[src/rtl/jtframe_linedbl_ctrl.sv]
// Line-doubler sequencer: measures the native pixel period, emits a 2x pixel
// strobe and ping-pongs two line buffers so each written line is read twice.
module jtframe_linedbl_ctrl #(
  parameter int AW = 9,
  parameter int CW = 4
) (
  input  logic          i_clk,
  input  logic          i_rst,
  input  logic          i_cen_in,
  input  logic          i_hs_in,
  output logic          o_buf_we,
  output logic [AW-1:0] o_wr_addr,
  output logic          o_wr_bank,
  output logic [AW-1:0] o_rd_addr,
  output logic          o_rd_bank,
  output logic          o_cen_out,
  output logic          o_double,
  output logic          o_de_out,
  output logic          o_hs_out,
  output logic          o_per_err
);

  typedef enum logic {IDLE = 1'b0, PASS = 1'b1} state_t;

  localparam logic [CW-1:0] P_MAX = '1;
  localparam logic [CW-1:0] P_ONE = CW'(1);
  localparam logic [AW-1:0] A_MAX = '1;
  localparam logic [AW-1:0] A_ONE = AW'(1);

  logic [CW-1:0] r_pcnt, r_per;
  logic [CW-1:0] w_pcnt_nxt, w_per_new, w_half;
  logic          r_cen_out, r_per_err;
  logic          w_mid, w_we;

  logic          r_hs_d1, r_hs_d2, w_hs_edge;
  logic [AW-1:0] r_wr_addr, r_rd_addr, r_line_len;
  logic          r_wr_bank, r_rd_bank, r_pass, r_hs_out, w_last;
  state_t        r_state;

  // The mid-period strobe is timed so it shows up in the cycle where pcnt == half.
  always_comb begin
    w_pcnt_nxt = i_cen_in ? '0 : ((r_pcnt == P_MAX) ? r_pcnt : r_pcnt + P_ONE);
    w_per_new  = (r_pcnt == P_MAX) ? P_MAX : r_pcnt + P_ONE;
    w_half     = r_per >> 1;
    w_mid      = !i_cen_in && (r_per > P_ONE) && (w_pcnt_nxt == w_half);
    w_we       = i_cen_in & ~i_hs_in & ~i_rst;
    w_hs_edge  = r_hs_d1 & ~r_hs_d2;
    w_last     = (r_rd_addr == r_line_len - A_ONE);
  end

  always_ff @(posedge i_clk or posedge i_rst) begin
    if (i_rst) begin
      r_pcnt    <= '0;
      r_per     <= '0;
      r_per_err <= 1'b0;
      r_cen_out <= 1'b0;
    end else begin
      r_pcnt    <= w_pcnt_nxt;
      r_cen_out <= i_cen_in | w_mid;
      if (i_cen_in) begin
        r_per     <= w_per_new;
        r_per_err <= (w_per_new == P_ONE);
      end
    end
  end

  always_ff @(posedge i_clk or posedge i_rst) begin
    if (i_rst) begin
      r_hs_d1    <= 1'b0;
      r_hs_d2    <= 1'b0;
      r_wr_addr  <= '0;
      r_wr_bank  <= 1'b0;
      r_rd_addr  <= '0;
      r_rd_bank  <= 1'b0;
      r_line_len <= '0;
      r_pass     <= 1'b0;
      r_hs_out   <= 1'b0;
      r_state    <= IDLE;
    end else begin
      r_hs_d1  <= i_hs_in;
      r_hs_d2  <= r_hs_d1;
      r_hs_out <= 1'b0;
      // A new line always restarts reading, even if the previous pass is unfinished.
      if (w_hs_edge) begin
        r_line_len <= r_wr_addr;
        r_wr_addr  <= '0;
        r_wr_bank  <= ~r_wr_bank;
        r_rd_bank  <= r_wr_bank;
        r_rd_addr  <= '0;
        r_pass     <= 1'b0;
        if (r_wr_addr != '0) begin
          r_state  <= PASS;
          r_hs_out <= 1'b1;
        end else begin
          r_state  <= IDLE;
        end
      end else begin
        if (w_we && r_wr_addr != A_MAX) r_wr_addr <= r_wr_addr + A_ONE;
        if (r_state == PASS && r_cen_out) begin
          if (w_last) begin
            r_rd_addr <= '0;
            if (!r_pass) begin
              r_pass   <= 1'b1;
              r_hs_out <= 1'b1;
            end else begin
              r_pass  <= 1'b0;
              r_state <= IDLE;
            end
          end else begin
            r_rd_addr <= r_rd_addr + A_ONE;
          end
        end
      end
    end
  end

  assign o_buf_we  = w_we;
  assign o_wr_addr = r_wr_addr;
  assign o_wr_bank = r_wr_bank;
  assign o_rd_addr = r_rd_addr;
  assign o_rd_bank = r_rd_bank;
  assign o_cen_out = r_cen_out;
  assign o_double  = r_pass;
  assign o_de_out  = (r_state == PASS);
  assign o_hs_out  = r_hs_out;
  assign o_per_err = r_per_err;

endmodule

[config.mk]
export PLATFORM = sky130hd
export DESIGN_NAME = jtframe_linedbl_ctrl
export DESIGN_NICKNAME = d
export VERILOG_FILES = /design/src/rtl/jtframe_linedbl_ctrl.sv
export SDC_FILE = /design/constraint.sdc
export NUM_CORES = 1
export LEC_CHECK = 0
export CORE_MARGIN = 5
export CORE_UTILIZATION = 40
export CTS_BUF_LIST = sky130_fd_sc_hd__clkbuf_16
export CTS_CLUSTER_SIZE = 30
export DETAILED_ROUTE_END_ITERATION = 12
export PLACE_DENSITY_LB_ADDON = 0.15
export SYNTH_ARGS = -nofsm -noshare
export SYNTH_HDL_FRONTEND = slang
export SYNTH_SLANG_ARGS = --single-unit
[constraint.sdc]
create_clock -name i_clk -period 6.8 [get_ports i_clk]
set_input_delay 1.36 -clock i_clk [delete_from_list [all_inputs] [get_ports i_clk]]
set_output_delay 1.36 -clock i_clk [all_outputs]
set_load 0.1 [all_outputs]
# == Word-level counts from Yosys, hierarchy flattened ==
# Index checks and enable logic that the tools add are counted.
# totals
regBits,44
in_bits,4
out_inout_bits,26
# classes
add_sub_neg,4
magnitude_cmp,1
n_eq_ne,5
mux,20
n_bitwise,8
reduce_logical,12
# ops
op,n
9-bit two-way mux,5
9-bit by 1-bit adder with 9-bit output (second input constant),2
1-bit two-way mux,12
4-bit two-way mux,3
9-bit equality test,1
9-bit inequality test (second input constant),1
9-bit nonzero test,1
9-bit by 1-bit subtractor with 9-bit output (second input constant),1
2-bit nonzero test,4
4-bit by 1-bit adder with 4-bit output (second input constant),1
4-bit by 1-bit equality test with 1-bit output (second input constant),1
4-bit by 3-bit equality test with 1-bit output,1
4-bit equality test (second input constant),1
4-bit by 1-bit greater-than comparator with 1-bit output (second input constant),1
1-bit logical AND,4
1-bit inverter,4
1-bit AND,3
3-bit AND reduction,1
2-bit AND reduction,1
1-bit logical NOT,1
1-bit OR,1

# == Depth between registers and ports, before layout ==
# logic_depth
depth_word,6
depth_mapped,10
depth_no_buf,8

# == Worst setup path before layout ==
# Ideal clock, no wire load.
# synth_timing
path_kind,input to output
startpoint,in i_hs_in
endpoint,out o_buf_we
arrival_time_ns,3.605
slack_ns,1.835
path_stages,1
n_path_buf,0
path_cell_list,nor3b_1
# synth_via
elab_chain_cells,3
# synth_lines
item,line,rtl
"start, declared",10,"input logic i_hs_in,"
1-bit inverter,46,w_we = i_cen_in & ~i_hs_in & ~i_rst;
1-bit AND (2 in series),46,
"end, declared",11,"output logic o_buf_we,"
# Every way passes these cells.

# == Worst setup path in the final report ==
# layout_timing
startpoint,in i_cen_in
endpoint,out o_buf_we
# layout_via
elab_chain_cells,2
# layout_lines
item,line,rtl
"start, declared",9,"input logic i_cen_in,"
1-bit AND (2 in series),46,
# Every way passes these cells.

==> summary.txt <==
Route
  • Router iterations before antenna repair: 4
  • Vias: 1834
  • Routed vias/inst: 5.23
  • WL/cell: 14.5 µm
  • Remaining antenna violation count: 0
  • M1 WL: 2.41 mm
  • DRT iter0 DRCs: 78
  • Met2 WL: 2.44 mm
  • WL final: 5.07 mm
  • Met3 routed WL: 163 µm
  • Max Used Layer: met4
  • DRC Markers: 0

GRT
  • Vias in the first global route: 1788
  • Total GRT Usage: 0.146
  • Initial antenna violation count: 0
  • First-pass GRT wire length: 8.80 mm
  • Largest net degree at the start of global routing: 44
  • Gr ovfl total: 0

Clock network
  • Post-CTS setup buffers: 0
  • H-tree levels: 2
  • Post-CTS sizing: 0
  • TritonCTS Sinks: 43
  • Clk pin slew, worst setup/hold paths: 0.06 ns
  • Cts hold-fix bufs: 0
  • Clk Latency, worst-skew pair: 0.28 ns
  • Clock root cell: clkbuf_16
  • TritonCTS clock tree: done
  • Number of CTS-inserted buffers: 5
  • Clock tree buffer depth: 2

Pwr
  • Leak: 1.24 nW
  • Maximum vdd drop: 0.158 mV
  • Cell Pwr Density: 266 nW/µm²

Logic synthesis
  • Ys async rst share: 1.00
  • Register bit total from synthesis: 43
  • Yosys warning count: 0
  • Post-Syn Area per Cell: 9.41 µm²
  • Most common flop cell mapped by yosys: dfrtp_1
  • Netlist Area Pre-Place: 2370 µm²
  • Synthesized net count: 264
  • Syn Inst Count: 252
  • Library cells used by synthesis: 45
  • Post-synthesis sequential area ratio: 0.454
  • Number of synthesized flops with an enable pin: 0

Layout
  • Nets: 289
  • Area grow syn2layout: 19.8%
  • Layout cell share with drive strength beyond 1: 0.0543
  • Final core occ: 0.486
  • Antenna diode count: 0

Timing
  • Worst slew margin: 0.333
  • Fin crit share: 0.721
  • Post-route setup slack: 1.90 ns
  • Worst Max-Slew Pin Slew: 0.998 ns
  • Final hold violation count: 0
  • Final setup vio count: 0
  • Hold slack: 0.391 ns
  • Clock skew: 0.00413 ns
  • Post-route setup TNS: 0 ns
  • Minimum clock period: 4.90 ns
  • Fmax: 204 MHz
  • RSZ-0062 raised after global routing: no
  • Max-slew violations: 0

Critical path
  • Worst Path Arrival: 3.54 ns
  • Reg-to-Reg Start: r_line_len[0]
  • Top Family by Delay on Critical Path: buffers and inverters
  • Worst path buffer plus inverter count: 2
  • Crit-path slowest cell: clkdlybuf4s50_1
  • Required time of the critical path: 5.44 ns
  • Critical path type: input port to output port
  • R2R depth: 8
  • FF-to-FF setup slack: 4.34 ns
  • CP Capture Type: output port
  • Terminus of the critical flop-to-flop path: o_de_out
  • Critical path's most frequent cell: clkdlybuf4s50_1
  • Worst path max stage delay: 1.18 ns
  • Startpoint Class: input port
  • Worst Path Max Fanout: 12
  • Cells along the critical path: clkdlybuf4s50_1, nor3b_1, clkdlybuf4s50_1

Floorplan
  • Initial core utilization: 0.405
  • Die width: 87.0 µm
  • Row count: 28
  • Die outline area: 7570 µm²
  • Core box area: 5850 µm²
  • I/O pin count: 30
  • Die span in y: 87.0 µm

Min path
  • Hold_sp: r_hs_d1
  • Worst Hold Depth: 0
  • Worst min-delay path class: flip-flop to flip-flop
  • Hold EP: r_hs_d2

Placed design
  • Port Buffer Count: 29
  • HPWL after DPL: 3.51 mm
  • Worst slack, placed: 1.90 ns
  • Gp weighted congestion: 0.767

Flow run
  • Max Cap Viol: 0

Run status
  • Outcome: complete, no violations
## worst max-delay path by stage
stage | startpoint | endpoint | slack, ns | cells past startpoint
floorplan | i_hs_in | o_buf_we | 1.84 | 1
global placement | i_cen_in | o_buf_we | 1.91 | 3
detailed placement | i_cen_in | o_buf_we | 1.90 | 3
CTS | i_cen_in | o_buf_we | 1.88 | 3
global route | i_cen_in | o_buf_we | 1.71 | 3
finish | i_cen_in | o_buf_we | 1.90 | 3
## metrics by stage
stage / instance area, µm² / power [mW] / instances
after CTS: 2840 / 0.765 / 351
after global routing: 2840 / 0.792 / 351
after detailed placement: 2710 / 0.541 / 345
after floorplan: 2370 / 0.489 / 252
after global placement: 2710 / 0.539 / 345
final: 2840 / 0.757 / 351
## cell type report
cell class,instances,area (µm²)
inverters,12,45.0
multi-input cells,184,1190
flip-flops and latches,43,1080
clock inverters,1,3.75
clock buffers,5,125
well taps,75,93.8
repair buffers,31,305
fillers,546,3010
## power by group
group / total (mW) / switching, mW / internal, mW
registers: 0.300 / 0.0239 / 0.276
logic: 0.234 / 0.169 / 0.0649
clock network: 0.222 / 0.0916 / 0.131
## sequential cells by signal (all words and copies together), names as in the netlist
name / count
r_pcnt: 4
o_per_err: 1
r_hs_d1: 1
o_de_out: 1
o_hs_out: 1
o_rd_bank: 1
o_wr_bank: 1
r_per: 3
r_line_len: 9
o_rd_addr: 9
o_cen_out: 1
o_double: 1
o_wr_addr: 9
r_hs_d2: 1
## per-layer routing
layer / vias to the layer above / track usage
li1: 916 / -
met1: 892 / 0.191
met2: 20 / 0.239
met3: 6 / 0.0360
met4: 0 / 0.0425
met5: - / 0
## cells in the final DEF, fill, tap and decap left out, drive strengths merged
master,instances
mux2,1
nand2,32
nand3,13
nand4,8
or4,1
xor2,7
a32o,1
a31oi,3
a21boi,2
xnor2,14
clkdlybuf4s50,29
and2,3
nand3b,1
a41o,1
buf,2
o21ai,23
a41oi,1
ha,8
a31o,1
dfrtp,43
inv,13
or3,6
o31ai,1
nor3b,7
mux2i,4
nor3,3
or4b,2
o211ai,1
nor4,2
a21oi,6
nor2b,4
nand2b,2
and3,7
o21a,1
a211o,1
clkbuf,5
xnor3,1
nor2,16
## worst register-to-register path, cell delays in order, from the launching register on
cell and delay, ns:
dfrtp_1 0.45, inv_1 0.11, ha_1 0.30, o21ai_0 0.18, or3_1 0.37, a211o_1 0.30
a31oi_4 0.26, and2_2 0.21, a41oi_1 0.12
## Yosys cell counts, drive strengths merged (6+ instances only)
library cell / instances / share of area
nor2: 16 / 0.025
xor2: 7 / 0.026
a21oi: 6 / 0.013
or3: 6 / 0.016
and3: 7 / 0.018
ha: 8 / 0.042
nor3b: 7 / 0.022
nand2: 32 / 0.051
o21ai: 23 / 0.049
clkbuf: 9 / 0.015
inv: 12 / 0.019
nand4: 8 / 0.021
xnor2: 14 / 0.052
nand3: 13 / 0.033
dfrtp: 43 / 0.45
## cell families after synthesis
| logic type | count (synthesis) | synth area share |
|---|---|---|
| buf+inv | 25 | 0.0438 |
| fa+ha+maj | 8 | 0.0422 |
| mux | 5 | 0.0216 |
| flops | 43 | 0.454 |
| compound gates | 42 | 0.113 |
| xor+xnor | 22 | 0.0870 |
| simple gates | 107 | 0.239 |
Note: power is estimated with default switching activity, not from simulation.
